--- config.mk ---
export PLATFORM = sky130hd
export DESIGN_NAME = multi_mode_counter_flat
export DESIGN_NICKNAME = d
export VERILOG_FILES = /design/src/rtl/multi_mode_counter_if.sv /design/src/rtl/multi_mode_counter.sv /design/src/flat_wrapper.sv
export SDC_FILE = /design/constraint.sdc
export NUM_CORES = 1
export LEC_CHECK = 0
export ABC_AREA = 1
export CORE_MARGIN = 2
export CORE_UTILIZATION = 35
export CTS_CLUSTER_DIAMETER = 50
export DETAILED_ROUTE_END_ITERATION = 10
export PLACE_DENSITY = 0.58
export RECOVER_POWER = 50
export SLEW_MARGIN = 20
export SYNTH_ARGS = -nofsm -noshare
export SYNTH_HDL_FRONTEND = slang
export SYNTH_SLANG_ARGS = --single-unit
--- constraint.sdc ---
create_clock -name clk -period 2.2 [get_ports clk]
set_input_delay 0.44 -clock clk [delete_from_list [all_inputs] [get_ports clk]]
set_output_delay 0.44 -clock clk [all_outputs]
set_load 0.05 [all_outputs]
--- src/rtl/multi_mode_counter_if.sv ---
// Purpose: control/status bundle of multi_mode_counter.
// Ports:
//   en, mode, max_val, load, load_val, clr_wrap : counter controls (master -> slave)
//   count, dir, tc, wrapped                      : registered status (slave -> master)
interface multi_mode_counter_if #(
  parameter int unsigned WIDTH = 8
);
  logic             en;
  logic [1:0]       mode;
  logic [WIDTH-1:0] max_val;
  logic             load;
  logic [WIDTH-1:0] load_val;
  logic             clr_wrap;
  logic [WIDTH-1:0] count;
  logic             dir;
  logic             tc;
  logic             wrapped;

  modport master (
    output en, mode, max_val, load, load_val, clr_wrap,
    input  count, dir, tc, wrapped
  );

  modport slave (
    input  en, mode, max_val, load, load_val, clr_wrap,
    output count, dir, tc, wrapped
  );
endinterface

--- src/rtl/multi_mode_counter.sv ---
// Purpose: programmable counter with up, down, bounce and Gray-up modes,
//          programmable inclusive modulus, parallel load, terminal-count
//          pulse and sticky wrap flag.
// Ports:
//   clk : clock, rising edge
//   rst : synchronous reset, active low
//   bus : multi_mode_counter_if.slave (controls in, registered status out)
module multi_mode_counter #(
  parameter int unsigned WIDTH = 8
) (
  input logic                  clk,
  input logic                  rst,
  multi_mode_counter_if.slave  bus
);

  localparam logic [1:0] MODE_UP     = 2'b00;
  localparam logic [1:0] MODE_DOWN   = 2'b01;
  localparam logic [1:0] MODE_BOUNCE = 2'b10;
  localparam logic [1:0] MODE_GRAY   = 2'b11;

  logic [WIDTH-1:0] bin_q, bin_d;
  logic [WIDTH-1:0] count_q, count_d;
  logic             dir_q, dir_d;
  logic             tc_q, tc_d;
  logic             wrapped_q, wrapped_d;

  // Next-state computation: load beats enable; endpoints handled explicitly
  always_comb begin
    bin_d     = bin_q;
    dir_d     = dir_q;
    tc_d      = 1'b0;
    count_d   = count_q;
    wrapped_d = wrapped_q;

    if (bus.load) begin
      bin_d = (bus.load_val > bus.max_val) ? bus.max_val : bus.load_val;
      dir_d = 1'b1;
    end else if (bus.en) begin
      if (bus.max_val == '0) begin
        // Degenerate range: every enabled edge is a terminal count
        bin_d = '0;
        tc_d  = 1'b1;
        dir_d = (bus.mode == MODE_BOUNCE) ? dir_q : 1'b1;
      end else if (bin_q > bus.max_val) begin
        // Modulus lowered below the current value: restart quietly
        bin_d = (bus.mode == MODE_DOWN) ? bus.max_val : '0;
        dir_d = 1'b1;
      end else begin
        case (bus.mode)
          MODE_DOWN: begin
            dir_d = 1'b1;
            if (bin_q == '0) begin
              bin_d = bus.max_val;
              tc_d  = 1'b1;
            end else begin
              bin_d = bin_q - WIDTH'(1);
            end
          end
          MODE_BOUNCE: begin
            if (dir_q && (bin_q == bus.max_val)) begin
              bin_d = bin_q - WIDTH'(1);
              dir_d = 1'b0;
              tc_d  = 1'b1;
            end else if (!dir_q && (bin_q == '0)) begin
              bin_d = WIDTH'(1);
              dir_d = 1'b1;
              tc_d  = 1'b1;
            end else if (dir_q) begin
              bin_d = bin_q + WIDTH'(1);
            end else begin
              bin_d = bin_q - WIDTH'(1);
            end
          end
          default: begin
            // Up and Gray-up share the binary sequence
            dir_d = 1'b1;
            if (bin_q == bus.max_val) begin
              bin_d = '0;
              tc_d  = 1'b1;
            end else begin
              bin_d = bin_q + WIDTH'(1);
            end
          end
        endcase
      end
    end

    // Output encoding follows the mode in force on the updating edge
    if (bus.load || bus.en) begin
      count_d = (bus.mode == MODE_GRAY) ? (bin_d ^ (bin_d >> 1)) : bin_d;
    end

    // Set wins over clear
    if (tc_d) begin
      wrapped_d = 1'b1;
    end else if (bus.clr_wrap) begin
      wrapped_d = 1'b0;
    end
  end

  // State registers
  always_ff @(posedge clk) begin
    if (!rst) begin
      bin_q     <= '0;
      count_q   <= '0;
      dir_q     <= 1'b1;
      tc_q      <= 1'b0;
      wrapped_q <= 1'b0;
    end else begin
      bin_q     <= bin_d;
      count_q   <= count_d;
      dir_q     <= dir_d;
      tc_q      <= tc_d;
      wrapped_q <= wrapped_d;
    end
  end

  assign bus.count   = count_q;
  assign bus.dir     = dir_q;
  assign bus.tc      = tc_q;
  assign bus.wrapped = wrapped_q;

  // MODE_UP is covered by the default arm of the mode case
  logic unused_mode_up;
  assign unused_mode_up = ^MODE_UP;

endmodule

--- src/flat_wrapper.sv ---
// flat-port wrapper written by rule: the top's interface ports become plain ports
module multi_mode_counter_flat 
#(
  parameter int unsigned WIDTH = 8
)
  (clk, rst, bus_en, bus_mode, bus_max_val, bus_load, bus_load_val, bus_clr_wrap, bus_count, bus_dir, bus_tc, bus_wrapped);
  multi_mode_counter_if #(.WIDTH(WIDTH)) bus_i ();
  input logic clk;
  input logic rst;
  input wire logic [$bits(bus_i.en)-1:0] bus_en;
  input wire logic [$bits(bus_i.mode)-1:0] bus_mode;
  input wire logic [$bits(bus_i.max_val)-1:0] bus_max_val;
  input wire logic [$bits(bus_i.load)-1:0] bus_load;
  input wire logic [$bits(bus_i.load_val)-1:0] bus_load_val;
  input wire logic [$bits(bus_i.clr_wrap)-1:0] bus_clr_wrap;
  output wire logic [$bits(bus_i.count)-1:0] bus_count;
  output wire logic [$bits(bus_i.dir)-1:0] bus_dir;
  output wire logic [$bits(bus_i.tc)-1:0] bus_tc;
  output wire logic [$bits(bus_i.wrapped)-1:0] bus_wrapped;
  assign bus_i.en = bus_en;
  assign bus_i.mode = bus_mode;
  assign bus_i.max_val = bus_max_val;
  assign bus_i.load = bus_load;
  assign bus_i.load_val = bus_load_val;
  assign bus_i.clr_wrap = bus_clr_wrap;
  assign bus_count = bus_i.count;
  assign bus_dir = bus_i.dir;
  assign bus_tc = bus_i.tc;
  assign bus_wrapped = bus_i.wrapped;
  multi_mode_counter #(.WIDTH(WIDTH)) u_core (.clk(clk), .rst(rst), .bus(bus_i));
endmodule
== Yosys cells after proc, flatten, opt, wreduce, memory -nomap -nowiden ==
Index checks and enable logic that the tools add are counted.

* Register bits: 19
* Input port bits: 23
* Logic and storage cells: 56

* $add $sub $neg: 2
* Magnitude comparators: 2
* Eq/ne operators: 6
* Multiplexer cells: 30
* Bitwise logic cells: 2
* Reductions and logical operators: 9

{| class="wikitable"
|+ Operator list
! operator !! count
|-
| $mux W8 || 12
|-
| $gt A8 B8 Y1 || 2
|-
| $logic_not A8 Y1 || 2
|-
| $mux W1 || 16
|-
| $pmux W8 S2 || 1
|-
| $add A8 B1 Y8 const B || 1
|-
| $eq A8 B8 Y1 || 1
|-
| $sub A8 B1 Y8 const B || 1
|-
| $xor A8 B7 Y8 || 1
|-
| $eq A2 B2 Y1 const B || 2
|-
| $ne A4 B4 Y1 const B || 1
|-
| $reduce_and A3 Y1 || 1
|-
| $eq A2 B1 Y1 const B || 1
|-
| $logic_and A1 B1 Y1 || 2
|-
| $ne A2 B2 Y1 const B || 1
|-
| $pmux W1 S2 || 1
|-
| $reduce_bool A2 Y1 || 1
|-
| $reduce_or A2 Y1 || 1
|-
| $logic_not A1 Y1 || 1
|-
| $logic_or A1 B1 Y1 || 1
|-
| $not A1 Y1 || 1
|}

== Longest topological paths before layout ==
* Depth in word-level cells: 11
* Mapped depth: 20
* Mapped depth without buffers: 20

== Worst setup path before layout ==
OpenSTA, ideal clock, no wires.

* Path kind: input to register
* Start point: input port bus_max_val[7]
* End point: register u_core.count_q[0], in the netlist u_core.bus.count[0]
* Arrival: 1.907 ns
* Path slack: 0.184 ns
* Stages on the path: 15
* Buffers on the path: 0
* Path through: inv_1 -> ha_1 -> a21o_1 -> nor2_1 -> nand2_2 -> nand2_4 -> o21ai_1 -> nor2_1 -> nor2_2 -> nor2_4 -> nand2_1 -> nand2_1 -> nand3_1 -> nand2_1 -> inv_1

* Word-level cells in the longest chain between the ends: 10
* Elaborated cells on any way between the ends: 15
* Those cells by class: order compare: 2; eq/ne: 1; mux: 9; bitwise: 1; reduce/logical: 2

{| class="wikitable"
|+ RTL lines
! item !! line !! RTL
|-
| start, declared || flat_wrapper.sv:12 || <nowiki>input wire logic [$bits(bus_i.max_val)-1:0] bus_max_val;</nowiki>
|-
| $eq A8 B8 Y1 || multi_mode_counter.sv:60, multi_mode_counter.sv:77 ||
|-
| $logic_and A1 B1 Y1 || multi_mode_counter.sv:60 || <nowiki>if (dir_q && (bin_q == bus.max_val)) begin</nowiki>
|-
| $mux W8 || multi_mode_counter.sv:60 ||
|-
| $pmux W8 S2 || multi_mode_counter.sv:49 || <nowiki>case (bus.mode)</nowiki>
|-
| $mux W8 || multi_mode_counter.sv:44 || <nowiki>end else if (bin_q > bus.max_val) begin</nowiki>
|-
| $mux W8 || multi_mode_counter.sv:39 || <nowiki>if (bus.max_val == '0) begin</nowiki>
|-
| $mux W8 || multi_mode_counter.sv:38 || <nowiki>end else if (bus.en) begin</nowiki>
|-
| $mux W8 (*) || multi_mode_counter.sv:35 || <nowiki>if (bus.load) begin</nowiki>
|-
| $xor A8 B7 Y8 || multi_mode_counter.sv:90 || <nowiki>count_d = (bus.mode == MODE_GRAY) ? (bin_d ^ (bin_d >> 1)) : bin_d;</nowiki>
|-
| $mux W8 (*) || multi_mode_counter.sv:90 ||
|-
| end signal, assigned || multi_mode_counter.sv:111 || <nowiki>count_q <= count_d;</nowiki>
|-
| end, declared || multi_mode_counter.sv:22 || <nowiki>logic [WIDTH-1:0] count_q, count_d;</nowiki>
|}

Mark *: on every way between the ends. The rest lies on a longest branch, timed or not.
A chain may end at the register's enable or synchronous reset.

== Worst setup path after layout ==
* Start point: register u_core.bin_q[1]
* End point: register u_core.count_q[1], in the netlist u_core.bus.count[1]

* Word-level cells in the longest chain between the ends: 11
* Elaborated cells on any way between the ends: 19
* Those cells by class: add/sub: 2; order compare: 1; eq/ne: 1; mux: 11; bitwise: 1; reduce/logical: 3

{| class="wikitable"
|+ RTL lines
! item !! line !! RTL
|-
| start, declared || multi_mode_counter.sv:21 || <nowiki>logic [WIDTH-1:0] bin_q, bin_d;</nowiki>
|-
| start signal, assigned || multi_mode_counter.sv:110 || <nowiki>bin_q <= bin_d;</nowiki>
|-
| $sub A8 B1 Y8 (tied with other cells) || multi_mode_counter.sv:56, multi_mode_counter.sv:61, multi_mode_counter.sv:71 ||
|-
| $mux W8 / $logic_and A1 B1 Y1 (equally long branches) || multi_mode_counter.sv:68, multi_mode_counter.sv:64 ||
|-
| $mux W8 || multi_mode_counter.sv:64 || <nowiki>end else if (!dir_q && (bin_q == '0)) begin</nowiki>
|-
| $mux W8 || multi_mode_counter.sv:60 ||
|-
| $pmux W8 S2 || multi_mode_counter.sv:49 ||
|-
| $mux W8 || multi_mode_counter.sv:44 ||
|-
| $mux W8 || multi_mode_counter.sv:39 ||
|-
| $mux W8 (*) || multi_mode_counter.sv:38 ||
|-
| $mux W8 (*) || multi_mode_counter.sv:35 ||
|-
| $xor A8 B7 Y8 || multi_mode_counter.sv:90 ||
|-
| $mux W8 (*) || multi_mode_counter.sv:90 ||
|}

Marks and branches as above.

==> flow_summary.toml <==
[yosys]
synth_top_area_share_pct = 19.9
synth_area_leaders = "nand2_1 (20%), dfxtp_1 (15%), ha_1 (11%), nor2_1 (8.8%), inv_1 (7.9%)"
synth_nets = 465
yosys.area.top_type = "nand2_1"
synth.avg_cell_area_um2 = 5.88
yosysWarnings = 0
syn_area_um2 = 2470
syn_inst = 420
synth_cell_type_count = 35
yosysSeqAreaShare_pct = 15.4
ys_ff_latch = 19

[global_routing]
antenna_found_initial = 0
grt-ovfl-total = 0
gr-usage-all-layers_pct = 21.7
grt_first_pass_wirelength_um = 13100
first_global_vias = 2743
grt_max_degree = 15

[routing]
drt_pre_antenna_iters = 4
antenna_left = 0
via_count = 2950
wl_per_cell_um = 13.5
drt_iter0_drc = 117
drcViolationCount = 0
routed_wl_um = 8220
vias_per_cell = 4.84

[worst_setup_path]
start_kind = "flip-flop"
criticalPathCategory = "reg -> reg"
arrival_ns = 2.23
critPathRequiredTime_ns = 2.35
cp-end-kind = "flip-flop"
critPathMaxFanout = 6

[floorplanning]
start_util_pct = 36.4
placementRows = 30
pin_count = 34
dieArea_um2 = 7740
die_w_um = 88.0
fp.dieH_um = 88.0
fp.coreArea_um2 = 6790

[sta]
slew_headroom_pct = 65.2
fin_crit_sh_pct = 94.7
max_freq_ghz = 0.480
finClkSkew_ns = 0.00173
tightest_slew_ns = 0.520
setup_viol = 0
timing.final.ws_setup_ns = 0.116
report.final.slew_viol_count = 0
period_needed_ns = 2.08
hold_viol = 0

[cells_and_area]
final_layout_size_suffix_gt1_share_pct = 35.0
fillCellCount = 673
nets = 560
areaGrowthSynthToFinish_pct = 49.3
final_common_cell = "nand2_1"
diodes = 0
mostFrequentLayoutCells = "nand2_1 (118), buf_4 (61), nor2_1 (46), inv_1 (42), nand3_1 (31)"

[cts]
clock_path_buffers = 2
cts-root-buf = "clkbuf_8"
insertion_delay_ns = 0.25
cts_tree = "done"
htreeDepth = 1
ctsHoldBuffers = 0
cts_buffers = 3
path_clk_slew_ns = 0.08
cts.sinks = 19

[power]
ir_drop_v = 0.000358
total_power_uw = 1680
p_per_area_nw_per_um2 = 457
power.leakage_uw = 0.00193

[run]
drv_cap = 0

[outcome]
status = "finished, final reports clean"

[place]
portBuffers = 33
post-place-ws_ns = -0.726
place_congestion = 0.953
dp_hpwl_um = 6610

[worst_hold_path]
min_path_type = "reg -> reg"
-- stage by stage --
stage,TNS [ns],instance area [µm²],hold WS [ns],utilization [%],cells
2_1_floorplan,0,2470,0.532,-,420
3_3_place_gp,-10.33,3310,0.449,48.7,600
3_5_place_dp,-10.52,3310,0.454,48.7,600
4_1_cts,0,3530,0.469,52.0,609
5_1_grt,-0.00865,3690,0.470,54.3,610
6_report,0,3690,0.466,54.3,610
-- cells in the mapped netlist (all sizes together) --
cell type and count:
o31ai 1, or2 1, dfxtp 19, nor3 1, nand3 36, xnor2 2, xor2 3, o211ai 4
a21oi 20, nor2 68, a21o 2, ha 22, a21boi 1, inv 58, clkbuf 2, buf 7
nor2b 1, o21ai 19, nand4 6, a31o 1, nand2 146
-- routing by layer --
metal  track usage, %  up-vias  wire length (µm)
met5                0        -                 0
met4             9.23        0               312
met3             2.17       18               361
met2             34.6       83              3740
li1                 -     1520                 -
met1             29.8     1329              3800
-- critical path: stages, from the launching register on --
cell     delay [ns]
dfxtp_2        0.36
buf_4          0.15
inv_2          0.10
ha_4           0.15
nand3_4        0.11
o21ai_4        0.18
nand2_4        0.08
buf_4          0.14
nand2_2        0.05
o21ai_2        0.05
o21ai_2        0.22
nand3_1        0.14
nand2_1        0.07
nand2_1        0.05
nand2_2        0.07
a21oi_2        0.05
-- logic make-up after synthesis --
logic type,after synthesis,share of synthesized area (%)
AO/OA/AOI/OAI,48,12.2
XOR/XNOR,5,1.77
buffers and inverters,67,11.3
AND/OR/NAND/NOR,259,48.2
flip-flops,19,15.4
adder cells (fa/ha/maj),22,11.1
-- worst paths after layout --
path                            depth (start not counted)                          endpoint  slack (ns)                            start
worst min register to register                          2   u_core.bus.wrapped$_SDFFE_PN0P_        0.47  u_core.bus.wrapped$_SDFFE_PN0P_
worst min-delay path                                    2   u_core.bus.wrapped$_SDFFE_PN0P_        0.47  u_core.bus.wrapped$_SDFFE_PN0P_
worst max register to register                         15  u_core.bus.count[1]$_SDFFE_PN0P_        0.12       u_core.bin_q[1]$_SDFF_PN0_
worst max-delay path                                   15  u_core.bus.count[1]$_SDFFE_PN0P_        0.12       u_core.bin_q[1]$_SDFF_PN0_
-- report_power, final --
group          internal [µW]  switching (µW)
combinational            419             614
sequential               380            25.3
clock                    126             121
total                    924             760
-- registers in the layout (all words and copies together) (netlist names) --
register,flops
u_core.bus.count,8
u_core.bus.dir,1
u_core.bin_q,8
u_core.bus.wrapped,1
u_core.bus.tc,1
-- cell type report --
type	instances	area [µm²]	area share (%)
Inverter	58	225	6.11
Tap cell	96	120	3.26
Timing Repair Buffer	99	822	22.3
Sequential cell	19	387	10.5
Clock inverter	1	5.00	0.136
Clock buffer	3	41.3	1.12
Multi-Input combinational cell	334	2090	56.6
-- what timing repair did --
item | 4_1_cts | 5_1_grt
setup endpoints to repair | 19 | 9
buffers inserted | 5 | 1
pin swaps | 25 | 42
gates resized for setup | 67 | 62
(Power assumes the default switching activity.)
==> variant 1: new RTL, config.mk and constraints unchanged <==
`WIDTH` is set to 8 in 3 places; all go to 6.
--- a/src/rtl/multi_mode_counter_if.sv
+++ b/src/rtl/multi_mode_counter_if.sv
@@ -5,3 +5,3 @@
 interface multi_mode_counter_if #(
-  parameter int unsigned WIDTH = 8
+  parameter int unsigned WIDTH = 6
 );
--- a/src/rtl/multi_mode_counter.sv
+++ b/src/rtl/multi_mode_counter.sv
@@ -8,3 +8,3 @@
 module multi_mode_counter #(
-  parameter int unsigned WIDTH = 8
+  parameter int unsigned WIDTH = 6
 ) (
--- a/src/flat_wrapper.sv
+++ b/src/flat_wrapper.sv
@@ -3,3 +3,3 @@
 #(
-  parameter int unsigned WIDTH = 8
+  parameter int unsigned WIDTH = 6
 )
Ports: changed (resized bus_count, bus_load_val and bus_max_val); port bits go from 34 to 28. The function was not compared with the original's and may differ.
==> variant 1 against the original RTL <==
Sequential cell count fell by 4. Final area fell by 24%. Wire length fell by 31%. Utilization fell by 2.6 points. Cell count fell by 24%. Combinational power fell by 26%. Area after synthesis fell by 21%. Worst setup slack improved by 75 ps. Power fell by 23%. Sequential share of layout area rose by 0.28 points. Critical path type is now input pin to flop. Largest cell class unchanged. Largest power group unchanged.
==> variant 1: results (changes against the original RTL) <==
status=completed; gr usage total=19.9% (-1.8 points); leakage dissipation=1.54 nW (-20%); RD Place Congestion=0.932 (-2.2%); worst r2r dst=u_core.bus.count[4]; Worst-Margin Slew=504 ps (-15.9 ps); Max rail drop VDD=0.558 mV (+56%); Net count, final=429 (-23%); Synth cell types=31 (-11%); most used flip-flop cell after synthesis=dfxtp_1; worst r2r src=u_core.bin_q[4]; clock skew=0.836 ps (-0.893 ps); Post-Syn Nets=358 (-23%); crit path DAT=2150 ps (-80 ps); synth top area cells=nand2_1 (17%), dfxtp_1 (15%), ha_1 (11%); port bufs=27 (-18%); hold-critical path depth=2 (unchanged); Synth top cells by count=nand2_1 (90), inv_1 (50), nor2_1 (38), nand3_1 (27), ha_1 (17); hpwl dp=4.56 mm (-31%); initial antenna violation count=0 (unchanged); synth warn=0 (unchanged); WHS Endpoint=u_core.bus.wrapped; Placement Setup Slack=-506 ps (+220 ps); first-pass GRT wire length=9.89 mm (-25%); ratio of cells with drive above 1 in the final layout=31.9% (-3.1 points); Reg2Reg Depth=16 (+1); cell with the most instances after synthesis=nand2_1; Area after DPL=2560 µm² (-23%); post-synthesis sequential area ratio=15.5% (+0.074 points); DR vias=2159 (-27%); Worst-path clk slew=50 ps (-30 ps); largest net degree at the start of global routing=13 (-2); 1st-iter DRT viols=121 (+3.4%); vias in the first global route=2119 (-23%); Worst Path Max Fanout=5 (-1); WL final=5.63 mm (-31%); Worst R2R Setup Slack=230 ps (+110 ps)
-- variant 1: cell count changes in the layout (fill, tap and decap cells not counted), sizes merged, moves of 5 or more --
cell	change
nand3	-5
buf	-25
ha	-5
nand2	-39
nor2	-19
a21oi	-10
-- variant 1: per-stage QoR --
step / std cells / total power [mW] / hold slack (ps)
global placement: 454 / 1.02 / 453
CTS: 461 / 1.28 / 468
finish: 464 / 1.30 / 460
floorplan: 322 / 0.789 / 508
global route: 464 / 1.41 / 476
detailed placement: 454 / 1.03 / 453
-- variant 1: worst max-delay path, stage by stage --
cell             delay, ps
clkdlybuf4s15_1        230
ha_4                   310
nand2_2                 60
nor2_4                 140
nand2_2                 80
nand3_4                 90
nand2_4                 90
inv_6                   90
nor2_1                  40
nor2_1                 110
nor2_1                  70
nand2_2                 80
nand2_1                 50
nand2_1                 60
nand3_1                 90
nand2_1                 80
inv_1                   30
-- variant 1: worst max path at each step --
stage                     slack (ps)                  end  cells past startpoint       startpoint
final                            190  u_core.bus.count[4]                     17  bus_load_val[5]
after global routing            -0.6  u_core.bus.count[4]                     18   bus_max_val[1]
after CTS                         -9  u_core.bus.count[4]                     17  bus_load_val[4]
after detailed placement        -510  u_core.bus.count[4]                     18   bus_max_val[5]
after global placement          -500  u_core.bus.count[4]                     18   bus_max_val[5]
after floorplan                  270  u_core.bus.count[3]                     17   bus_max_val[5]
-- variant 1: area by class of cell --
cell class,count,area [µm²]
Fill cell,560,2630
Clock buffer,4,45.0
Inverter,55,214
Multi-Input combinational cell,246,1570
Timing Repair Buffer,72,588
Tap cell,72,90.1
Sequential cell,15,303
-- variant 1: routing by layer --
metal	up-vias	wire length [µm]	global-route usage (%)
met3	4	244	1.84
met2	50	2750	35.6
met5	-	0	0
met1	959	2590	26.7
met4	0	49	2.28
li1	1146	-	-
-- variant 1: power breakdown --
group	total [mW]	switching [mW]	internal, mW	leakage [nW]
clock	0.213	0.0853	0.128	0.0228
combinational	0.758	0.451	0.307	1.40
sequential	0.327	0.0271	0.300	0.125
-- variant 1: kinds of logic after synthesis --
logic type      after synthesis  synth area share (%)
fa+ha+maj                    17                  11.0
buf+inv                      62                  13.0
simple gates                192                  48.5
xor+xnor                      3                  1.35
flops                        15                  15.5
compound gates               33                  10.8
-- variant 1: repair_timing --
action                     CTS  global route
setup buffers                2             3
pin swaps                   12            22
gates resized for setup     30            31
gates cloned                 1             0
setup endpoints to repair   15             7
==> variant 2: new RTL, same settings <==
Without the edit above. Make the reset (`rst`) asynchronous in one clocked block. Comments in the files are not updated.
--- a/src/rtl/multi_mode_counter.sv
+++ b/src/rtl/multi_mode_counter.sv
@@ -101,3 +101,3 @@
   // State registers
-  always_ff @(posedge clk) begin
+  always_ff @(posedge clk or negedge rst) begin
     if (!rst) begin
Check against the original RTL: differs if rst is asserted again (counterexample within 4 cycles, from zero or initial values and one cycle with rst low); with rst held inactive, the same outputs for 4 cycles.
==> variant 2 against the original RTL <==
Final area grew 0.14%. Cell count fell by 2.8%. Largest cell class unchanged. Sequential power up 17%. Sequential cell count unchanged. Power increased by 30%. Area after synthesis grew 1.8%. Critical endpoint is now u_core.bus.count[0]. Wire length grew 2.6%. Largest power group unchanged. Highest routed layer unchanged. Worst setup slack got worse by 4.4 ps.
==> variant 2: results (changes against the original RTL) <==
post-synthesis sequential area ratio=19.0% (+3.6 points); hpwl dp=6.61 mm (about the same); most used flip-flop cell after synthesis=dfrtp_1; clock skew=2.10 ps (+0.368 ps); Worst Path Max Fanout=7 (+1); Reg2Reg Depth=18 (+3); Inst Count DP=580 (-3.3%); largest net degree at the start of global routing=20 (+5); Synth top cells by count=nand2_1 (114), inv_1 (46), nand3_1 (34), nor2_1 (34), ha_1 (22); WHS Endpoint=u_core.bus.count[3]; Post-Syn Nets=440 (-5.4%); Filler Cell Count=689 (+2.4%); Area after DPL=3380 µm² (+2.1%); RD Place Congestion=0.931 (-2.4%); syn avg cell area=6.37 µm² (+8.3%); synth top area cells=dfrtp_1 (18%), nand2_1 (17%), ha_1 (11%); Power Dens Cells=590 nW/µm² (+29%); ratio of cells with drive above 1 in the final layout=36.0% (+1.0 points); status=completed; ys async rst share=100% (+100 points); Placement Setup Slack=-590 ps (+136 ps); Final min period=2090 ps (+4.42 ps); WL/cell=14.2 µm (+5.6%); Worst-Margin Slew=1000 ps (+481 ps); vias in the first global route=2627 (-4.2%); gr usage total=21.6% (-0.14 points); Worst Hold Launch=u_core.bus.count[3]; 1st-iter DRT viols=192 (+64%); Net count, final=543 (-3.0%); WL final=8.43 mm (+2.6%); DR vias=2884 (-2.2%); worst r2r src=u_core.bin_q[1]; worst r2r dst=u_core.bus.count[6]; leakage dissipation=1.89 nW (-2.4%); hold slack=477 ps (+10.9 ps); htree depth=1 (unchanged)
==> variant 2: cell count changes after synthesis, sizes merged, moves of 4 or more <==
cell / change
nand2: -13
nand3: +6
inv: -5
dfrtp: +18
nor2: -21
buf: +4
dfxtp: -19
==> variant 2: timing repair <==
item | 4_1_cts | 5_1_grt
setup endpoints to repair | 19 | 12
gates cloned | 1 | 0
buffers inserted | 1 | 7
resized for setup | 46 | 45
hold buffers | 0 | 0
pin swaps | 22 | 22
==> variant 2: power breakdown <==
group / switching, mW / total [mW] / internal (mW)
Sequential: 0.0575 / 0.472 / 0.414
Combinational: 0.883 / 1.47 / 0.587
Clock: 0.111 / 0.240 / 0.129
Total: 1.05 / 2.18 / 1.13
==> variant 2: cell families (layout without fill, tap and decap cells) <==
kind of cell	count (synthesis)	count (layout)	synth area share (%)
adders and majority gates	22	22	10.9
and+or+nand+nor	233	234	45.6
xor gates and xnor gates	6	6	2.09
AOI/OAI and AO/OA	49	49	10.8
buffers and inverters	66	167	11.6
DFF	19	19	19.0
==> variant 2: worst max path at each step <==
stage | endpoint | startpoint | cells after the start
finish | u_core.bus.count[0] | bus_load_val[3] | 17
global route | u_core.bus.count[1] | u_core.bin_q[7] | 15
CTS | u_core.bus.count[4] | bus_max_val[5] | 15
detailed placement | u_core.bus.count[4] | bus_max_val[3] | 16
global placement | u_core.bus.count[3] | bus_max_val[1] | 17
floorplan | u_core.bus.count[5] | bus_max_val[3] | 18
==> variant 2: per-layer routing <==
| metal | vias up | routed length [µm] | global-route usage [%] |
|---|---|---|---|
| li1 | 1467 | - | - |
| met1 | 1341 | 4030 | 31.0 |
| met2 | 63 | 3940 | 34.7 |
| met3 | 13 | 317 | 1.49 |
| met4 | 0 | 150 | 6.34 |
| met5 | - | 0 | 0 |
==> variant 2: critical path, cell delays in order <==
cell and delay, ps:
dlygate4sd2_1 290, ha_4 290, nand2_1 60, inv_2 80
nand2_1 60, nand2_1 50, nand2_1 50, nand2_2 120
nand2_4 90, nand2_1 60, o21ai_1 120, a21oi_2 220
nand2_4 90, nand2_1 60, nand2_1 50, nand3_1 70
nand2_1 50
==> variant 2: area by class of cell <==
type	count	area share, %
repair buffers	108	23.3
inverters	55	5.72
multi-input cells	311	53.6
flip-flops and latches	19	13.0
clock buffers	4	1.22
well taps	96	3.25
